File: config.mk
export PLATFORM = sky130hd
export DESIGN_NAME = csa_resolve
export DESIGN_NICKNAME = d
export VERILOG_FILES = /design/src/rtl/csa_resolve.sv
export SDC_FILE = /design/constraint.sdc
export NUM_CORES = 1
export LEC_CHECK = 0
export ABC_AREA = 1
export CAP_MARGIN = 20
export CORE_ASPECT_RATIO = 1.25
export CORE_MARGIN = 3
export CORE_UTILIZATION = 57
export CTS_CLUSTER_DIAMETER = 200
export DETAILED_ROUTE_END_ITERATION = 10
export PLACE_DENSITY = 0.82
export REMOVE_ABC_BUFFERS = 1
export SYNTH_ARGS = -nofsm -noshare
export SYNTH_HDL_FRONTEND = slang
export SYNTH_SLANG_ARGS = --single-unit
File: constraint.sdc
create_clock -name clk -period 3.25 [get_ports clk]
set_input_delay 0.325 -clock clk [delete_from_list [all_inputs] [get_ports clk]]
set_output_delay 0.325 -clock clk [all_outputs]
set_load 0.1 [all_outputs]
File: src/rtl/csa_resolve.sv
// csa_resolve: pipelined carry-propagate adder that resolves a CSA sum/carry pair.
// Each pipeline stage adds one SEGW-bit segment, and the carry ripples from stage to stage.
// Operands travel alongside the pipe in delay registers, and so do the result segments already produced.
// Optional feature macro: CSA_RESOLVE_ZERO_EN adds the out_zero port.
// It is a sum==0 flag, AND-accumulated one segment per stage.
module csa_resolve #(
  parameter int DW   = 32,
  parameter int SEGW = 8
) (
  input  logic          clk,
  input  logic          nreset,
  input  logic          in_valid,
  output logic          in_ready,
  input  logic [DW-1:0] s,
  input  logic [DW-1:0] c,
  input  logic          cin,
  output logic          out_valid,
  input  logic          out_ready,
  output logic [DW-1:0] sum,
  output logic          cout
`ifdef CSA_RESOLVE_ZERO_EN
  ,
  output logic          out_zero
`endif
);

  localparam int NSEG = (DW + SEGW - 1) / SEGW;

  // Global advance: the whole pipe moves unless a held result is being refused.
  logic adv;

  // Stage inputs (from ports for stage 0, from previous stage registers otherwise)
  logic [DW-1:0] a_in  [NSEG];
  logic [DW-1:0] b_in  [NSEG];
  logic [DW-1:0] r_in  [NSEG];
  logic          ci_in [NSEG];
  logic          v_in  [NSEG];

  // Stage registers
  logic [DW-1:0] a_reg  [NSEG];
  logic [DW-1:0] b_reg  [NSEG];
  logic [DW-1:0] r_reg  [NSEG];
  logic          co_reg [NSEG];
  logic          v_reg  [NSEG];

`ifdef CSA_RESOLVE_ZERO_EN
  logic z_in  [NSEG];
  logic z_reg [NSEG];
`endif

  assign adv      = !out_valid || out_ready;
  assign in_ready = adv;

  assign out_valid = v_reg[NSEG-1];
  assign sum       = r_reg[NSEG-1];
  assign cout      = co_reg[NSEG-1];
`ifdef CSA_RESOLVE_ZERO_EN
  assign out_zero  = z_reg[NSEG-1];
`endif

  genvar gi;
  generate
    for (gi = 0; gi < NSEG; gi++) begin : g_stage
      localparam int LO = gi * SEGW;
      localparam int W  = ((DW - LO) < SEGW) ? (DW - LO) : SEGW;

      logic [W:0]    seg_add;
      logic [DW-1:0] r_next;

      if (gi == 0) begin : g_first
        // c carries weight 2; its top bit falls off (guard bit in the tree)
        assign a_in[gi]  = s;
        assign b_in[gi]  = {c[DW-2:0], 1'b0};
        assign r_in[gi]  = '0;
        assign ci_in[gi] = cin;
        assign v_in[gi]  = in_valid;
`ifdef CSA_RESOLVE_ZERO_EN
        assign z_in[gi]  = 1'b1;
`endif
      end else begin : g_chain
        assign a_in[gi]  = a_reg[gi-1];
        assign b_in[gi]  = b_reg[gi-1];
        assign r_in[gi]  = r_reg[gi-1];
        assign ci_in[gi] = co_reg[gi-1];
        assign v_in[gi]  = v_reg[gi-1];
`ifdef CSA_RESOLVE_ZERO_EN
        assign z_in[gi]  = z_reg[gi-1];
`endif
      end

      // Segment adder: splice this segment's result into the travelling result word
      always_comb begin
        seg_add = {1'b0, a_in[gi][LO +: W]} + {1'b0, b_in[gi][LO +: W]} + {{W{1'b0}}, ci_in[gi]};
        r_next  = r_in[gi];
        r_next[LO +: W] = seg_add[W-1:0];
      end

      // Stage register: shifts on adv, freezes otherwise; reset clears everything
      always_ff @(posedge clk or negedge nreset) begin
        if (!nreset) begin
          a_reg[gi]  <= '0;
          b_reg[gi]  <= '0;
          r_reg[gi]  <= '0;
          co_reg[gi] <= 1'b0;
          v_reg[gi]  <= 1'b0;
        end else if (adv) begin
          a_reg[gi]  <= a_in[gi];
          b_reg[gi]  <= b_in[gi];
          r_reg[gi]  <= r_next;
          co_reg[gi] <= seg_add[W];
          v_reg[gi]  <= v_in[gi];
        end
      end

`ifdef CSA_RESOLVE_ZERO_EN
      // Zero flag: this segment is zero and all lower segments were zero
      always_ff @(posedge clk or negedge nreset) begin
        if (!nreset) begin
          z_reg[gi] <= 1'b0;
        end else if (adv) begin
          z_reg[gi] <= z_in[gi] && (seg_add[W-1:0] == '0);
        end
      end
`endif
    end
  endgenerate

endmodule
-- Word-level counts from Yosys, hierarchy flattened
Cells that the tools add are included.
- register bits after elaboration: 277
- input port bits: 69
- output and inout bits: 35
- logic and storage cells: 28
- add/sub/neg operators: 8
- reduce and logical (&&, ||, !) cells: 2
- operators by type and width (kind ; count):
    $add 8x8->9 ; 4
    $add 9x1->9 ; 4
    $logic_not 1->1 ; 1
    $logic_or 1x1->1 ; 1

-- Logic depth before layout (Yosys ltp)
Gate-level depths: netlist of the first run.
- depth in word-level cells: 2
- mapped depth: 11

-- Worst setup path before layout of the first run
OpenSTA, ideal clock, no wires.
- kind: reg-to-output
- start: register v_reg (netlist bit out_valid)
- end: output port in_ready
- arrival: 2.131 ns
- data required time: 2.925 ns
- slack: 0.794 ns
- cell stages (with the launch flop): 5
- cell sequence: dfrtp_1 -> inv_1 -> nor2_4 -> inv_2 -> clkbuf_1
- cells in the longest elaborated chain, start to end: 2
- RTL lines (what ; line ; RTL):
    from (decl) ; 44 ; logic v_reg [NSEG];
    from (signal, indexed assignment) ; 111 ; v_reg[gi] <= v_in[gi];
    $logic_not 1->1 ; 51 ; assign adv = !out_valid || out_ready;
    $logic_or 1x1->1 ; 51 ;
    to (decl) ; 13 ; output logic in_ready,
Every way passes these cells.

-- Final worst setup path of the first run
- start: register r_reg (netlist bit sum[5])
- end: output port sum[5]
- RTL lines (what ; line ; RTL):
    from (decl) ; 42 ; logic [DW-1:0] r_reg [NSEG];
    from (signal, indexed assignment) ; 109 ; r_reg[gi] <= r_next;
    to (decl) ; 19 ; output logic [DW-1:0] sum,
No word-level cell between the ends.

==> impl_metrics.json, run 1 <==
{
  "syn_area_um2": 8240,
  "synth_largest_area_cell": "dfrtp_1",
  "vias_in_the_first_global_route": 6190,
  "clock.fmax_mhz": 432,
  "clock-sinks": 184,
  "fp.coreArea_um2": 14000,
  "floorplan.die.width_um": 114,
  "hold_buffers": 0,
  "power.share.combinational": 0.454,
  "vdd.ir_drop.worst_uv": 759,
  "synth-edff-count": 0,
  "cts_resized": 0,
  "netSwitchingFraction": 0.443,
  "detailedRoute.firstPassIterationCount": 5,
  "synth_top_cells_by_area": "dfrtp_1, nand2_1, ha_1, inv_1, nand3_1",
  "synthDistinctLibCells": 21,
  "yosys.area.top_type_share": 0.559,
  "clock_power_share": 0.197,
  "num_rows": 48,
  "post_drt_via_cell_ratio": 4.99,
  "clk_pin_slew_worst_paths_ns": 0.06,
  "route.detailed.drc": 0,
  "hold_slack_ns": -0.0246,
  "yosys_most_used_dff": "dfrtp_1",
  "max_stage_delay_ns": 1.17,
  "remaining_max_slew_budget_at_the_tightest_pin": 0.313,
  "drt-initial-drc-count": 409,
  "fin_crit_sh": 0.712,
  "synth_common_cells": "nand2_1, dfrtp_1, inv_1, nand3_1, o21ai_0",
  "route.antenna.remaining_nets": 0,
  "worst_r2r_startpoint": "a_in[24]",
  "grt_setup_unrepaired": "no",
  "grt.busiest_layer": "met2",
  "dp.final_hpwl_mm": 9.94,
  "hold_viol": 20,
  "net-switching-power_uw": 4870,
  "syn-instance-count": 994,
  "layout-area-overhead-vs-synth_pct": 21.3,
  "grtUsageMet2": 0.348,
  "grtUsageMet3": 0.0475,
  "timing.final.crit_period_ns": 2.32,
  "power.sequential.fraction": 0.350,
  "worstPathArrival_ns": 1.99,
  "cp.required_ns": 2.92,
  "antenna_found_initial": 0,
  "clkLatencyLatePin_ns": 0.42,
  "gp_weighted_congestion": 0.770,
  "grt-ovfl-total": 0,
  "dieArea_um2": 15900,
  "placement.io_buffers": 102,
  "cell_internal_pwr_uw": 6110,
  "clock_tree.buffer_depth": 2,
  "path_max_fanout": 2,
  "sequential_to_total_area_share_from_yosys_stat": 0.559,
  "failed_checks": "negative hold slack",
  "grt_max_degree": 181,
  "crit_path_cell_trace": "clkdlybuf4s50_1",
  "route.detailed.wl_per_inst_um": 12.4,
  "post_cts.repair.setup_buffers": 0,
  "clock_tree.root_cell": "clkbuf_16",
  "worst_clock_skew_ns": 0.00617,
  "initial_core_util": 0.589,
  "slew_violations": 0,
  "combined_global_route_utilization_of_all_metal_layers": 0.211,
  "drive_gt1_frac": 0.0401,
  "tightestPinTransition_ns": 1.03,
  "leakage_uw": 0.00532,
  "reg2reg_depth": 9,
  "grt_first_pass_wirelength_mm": 27.6,
  "floorplan.die.height_um": 140,
  "finalSetupTns_ns": 0,
  "yosys_warnings": 0,
  "reg2reg_slack_ns": 1.24,
  "cts_made_buffers": 17,
  "power-per-cell-area_nw_per_um2": 1100,
  "worst_r2r_endpoint": "sum[30]",
  "final_net_count": 1190,
  "global_route.usage.met1": 0.277,
  "cts_tree": "built",
  "synthesis.area_per_instance_um2": 8.29,
  "finalSetupViolCount": 0,
  "yosys_register_bits": 184,
  "crit_path_top_delay_cell": "clkdlybuf4s50_1",
  "htree_num_levels": 4,
  "start_to_end_type_of_the_worst_setup_path": "flop to primary output",
  "routed-via-count": 6353,
  "timing.critical_path.max_delay_family": "buffers and inverters",
  "synth_async_reset_ratio": 1.00,
  "insertedDiodeCount": 0,
  "pin_count": 104,
  "wl_mm": 15.7,
  "total_power_uw": 11000,
  "crit_path_start_kind": "flop",
  "crit_path_end_kind": "primary output",
  "timing.max_cap.violations": 0,
  "synth_most_common_cell": "nand2_1",
  "status": "complete, but fails checks",
  "path_depth": 1,
  "worst_hold_path_type": "input port to asynchronous set/reset pin",
  "critPathBufInv": 1
}
==> cell type report <==
type                    count  area [µm²]
fillers                  1091        4000
flip-flops and latches    184        4600
inverters                  61         234
multi-input cells         710        3210
repair buffers            111        1100
well taps                 175         219
clock buffers              24         482
clock inverters             7         141
==> routing by layer <==
layer	share of wire	up-vias
met1	0.44	2962
met5	0	-
met2	0.50	126
met3	0.038	20
li1	-	3245
met4	0.015	0
==> through the flow <==
step	hold WS (ns)	area [µm²]	util	cells	setup slack [ns]
after floorplan	0.0294	8050	-	955	-2.32
after global placement	0.435	9370	0.670	1241	1.13
after detailed placement	0.443	9370	0.670	1241	1.11
after CTS	0.00425	9990	0.714	1272	0.923
after global routing	0.0296	9990	0.714	1272	0.904
final	-0.0246	9990	0.714	1272	0.934
==> cell families after synthesis <==
family          share of synthesized area
flops                               0.559
compound gates                     0.0354
fa+ha+maj                          0.0610
simple gates                        0.293
buf+inv                            0.0516
==> power by group through the flow <==
stage          sequential [µW]  combinational [µW]  clock, µW
3_3_place_gp              3830                4850          0
6_report                  3840                4990       2160
4_1_cts                   3840                5040       2200
5_1_grt                   3960                5560       2290
3_5_place_dp              3860                4970          0
2_1_floorplan             5250                2370          0
==> cell usage in the layout (no fill, tap or decap), types with 6 or more instances in the layout <==
cell               n
a21oi_1           17
clkdlybuf4s50_1  100
nand3_1           40
clkbuf_16         17
ha_1              29
inv_1             60
nand2_1          544
o21ai_0           34
buf_4              9
nand3b_1           6
fa_1               7
dfrtp_1          184
nor2_1            20
==> registers in the layout (all words and copies together), names as in the netlist <==
signal,count
a_in,48
b_in,48
ci_in,3
cout,1
g_stage.r_next,48
out_valid,1
sum,32
v_in,3
==> worst max path at each step <==
stage                     startpoint                    end  slack (ns)
after detailed placement   out_ready   g_stage[1].r_next[4]        1.11
after CTS                     sum[5]                 sum[5]        0.92
final                         sum[5]                 sum[5]        0.93
after global placement     out_ready  g_stage[3].r_next[19]        1.13
after floorplan            out_valid                sum[27]       -2.32
after global routing          sum[5]                 sum[5]        0.90
Power figures use the tool's default switching activity.
==> inputs of run 2 (changes only) <==
--- a/config.mk
+++ b/config.mk
@@ -9,10 +9,10 @@
 export CAP_MARGIN = 20
 export CORE_ASPECT_RATIO = 1.25
 export CORE_MARGIN = 3
-export CORE_UTILIZATION = 57
+export CORE_UTILIZATION = 56
 export CTS_CLUSTER_DIAMETER = 200
 export DETAILED_ROUTE_END_ITERATION = 10
-export PLACE_DENSITY = 0.82
+export PLACE_DENSITY = 0.8
 export REMOVE_ABC_BUFFERS = 1
 export SYNTH_ARGS = -nofsm -noshare
 export SYNTH_HDL_FRONTEND = slang
==> constraint.sdc (replaced) <==
create_clock -name clk -period 2.2 [get_ports clk]
set_input_delay 0.22 -clock clk [delete_from_list [all_inputs] [get_ports clk]]
set_output_delay 0.22 -clock clk [all_outputs]
set_load 0.1 [all_outputs]
==> impl_metrics.json, run 2 (synthesis gave the netlist of run 1 again) <==
{
  "cts_resized": 0,
  "hp-start": "c[11]",
  "leakage_uw": 0.00541,
  "grt_first_pass_wirelength_mm": 27.6,
  "worst_r2r_startpoint": "a_in[24]",
  "layout-area-overhead-vs-synth_pct": 22.1,
  "drt-initial-drc-count": 384,
  "clock-sinks": 184,
  "route.detailed.wl_per_inst_um": 12.2,
  "layout.area.seq_um2": 4600,
  "dieArea_um2": 16200,
  "start_to_end_type_of_the_worst_setup_path": "flop to flop",
  "tightestPinTransition_ns": 0.668,
  "power-per-cell-area_nw_per_um2": 1630,
  "grt_max_degree": 102,
  "clk_pin_slew_worst_paths_ns": 0.07,
  "hold_slack_ns": 0.321,
  "crit_path_end_kind": "flop",
  "finalSetupTns_ns": 0,
  "worst_clock_skew_ns": 0.00762,
  "floorplan.die.height_um": 142,
  "worst_hold_path_type": "input port to flop",
  "combined_global_route_utilization_of_all_metal_layers": 0.208,
  "post_cts.repair.setup_buffers": 0,
  "route.detailed.drc": 0,
  "pin_count": 104,
  "vias_in_the_first_global_route": 6298,
  "layout_common_cells": "nand2_1, dfrtp_1, clkdlybuf4s50_1",
  "status": "finished clean",
  "placement.io_buffers": 102,
  "route.antenna.remaining_nets": 0,
  "clock.fmax_mhz": 505,
  "hold_buffers": 1,
  "crit_path_start_kind": "flop",
  "worst_r2r_endpoint": "cout",
  "final_cell_count_no_fill": 1276,
  "path_max_fanout": 3,
  "grt_setup_unrepaired": "no",
  "final_cell_utilization_of_the_core": 0.713,
  "final_net_count": 1193,
  "clock_tree.buffer_depth": 2,
  "grt-ovfl-total": 0,
  "netSwitchingFraction": 0.443,
  "timing.max_cap.violations": 0,
  "place_inst": 1243,
  "most_common_library_cell_in_the_layout_ignoring_fill_and_taps": "nand2_1",
  "routed-via-count": 6366,
  "post_drt_via_cell_ratio": 4.99,
  "power.share.combinational": 0.446,
  "fin_crit_sh": 0.899,
  "detailedRoute.firstPassIterationCount": 6,
  "worstPathArrival_ns": 2.29,
  "worst_hold_path_depth": 3,
  "num_rows": 48,
  "clkLatencyLatePin_ns": 0.43,
  "floorplan.die.width_um": 115,
  "wl_mm": 15.5,
  "finalSetupViolCount": 0,
  "remaining_max_slew_budget_at_the_tightest_pin": 0.554,
  "hold_viol": 0,
  "htree_num_levels": 4,
  "cell_internal_pwr_uw": 9130,
  "insertedDiodeCount": 0,
  "initial_core_util": 0.584,
  "net-switching-power_uw": 7270,
  "vdd.ir_drop.worst_uv": 1270,
  "timing.final.crit_period_ns": 1.98,
  "dp.final_hpwl_mm": 10.3,
  "fp.coreArea_um2": 14100,
  "cp.required_ns": 2.51,
  "gp_weighted_congestion": 0.790,
  "drive_gt1_frac": 0.0772,
  "reg2reg_slack_ns": 0.22,
  "filler_cell_count": 1079,
  "clock_power_share": 0.208,
  "power.sequential.fraction": 0.345,
  "cts_made_buffers": 17,
  "multi_input_area_um2": 3210,
  "reg2reg_depth": 8,
  "slew_violations": 0,
  "antenna_found_initial": 0,
  "cts_tree": "built",
  "hold_endpoint": "b_in[76]",
  "clock_tree.root_cell": "clkbuf_16"
}
[run 2: final cells by class]
| cell class | count | area share |
|---|---|---|
| well taps | 175 | 0.0218 |
| inverters | 61 | 0.0233 |
| repair buffers | 114 | 0.111 |
| flip-flops and latches | 184 | 0.458 |
| multi-input cells | 710 | 0.319 |
| clock buffers | 17 | 0.0423 |
| clock inverters | 15 | 0.0249 |
[run 2: how the worst max path moves through the flow]
stage / cells past startpoint / to / from
floorplan: 5 / sum[27] / out_valid
global route: 9 / sum[30] / a_in[24]
detailed placement: 9 / sum[30] / a_in[24]
CTS: 9 / sum[30] / a_in[24]
global placement: 9 / sum[30] / a_in[24]
finish: 8 / cout / a_in[24]
[run 2: layer usage]
layer  GRT usage  vias to the layer above  routed length (µm)
met3      0.0469                       18                 679
li1            -                     3253                   -
met2       0.357                      106                7820
met5           0                        -                   0
met1       0.255                     2989                6790
met4      0.0782                        0                 221
[run 2: power groups by stage]
stage / logic (µW) / registers [µW] / clock network, µW
2_1_floorplan: 3490 / 7760 / 0
3_3_place_gp: 7130 / 5660 / 0
3_5_place_dp: 7340 / 5700 / 0
4_1_cts: 7410 / 5670 / 3500
5_1_grt: 8170 / 5840 / 3630
6_report: 7320 / 5660 / 3420
[run 2: worst max-delay path, stage by stage (launching register included)]
cell and delay, ns:
dfrtp_1 0.40, fa_1 0.50, fa_1 0.41, nand2_1 0.09, nand3_1 0.11, nand3_1 0.12
nand2_1 0.09, nand2_1 0.08, a21oi_1 0.06
[run 2: per-stage QoR]
| stage | instance area (µm²) | power [µW] | worst slack [ns] |
|---|---|---|---|
| after floorplan | 8050 | 11300 | -3.37 |
| after global placement | 9380 | 12800 | 0.288 |
| after detailed placement | 9380 | 13000 | 0.239 |
| after CTS | 10100 | 16600 | 0.204 |
| after global routing | 10100 | 17600 | 0.0771 |
| final | 10100 | 16400 | 0.221 |
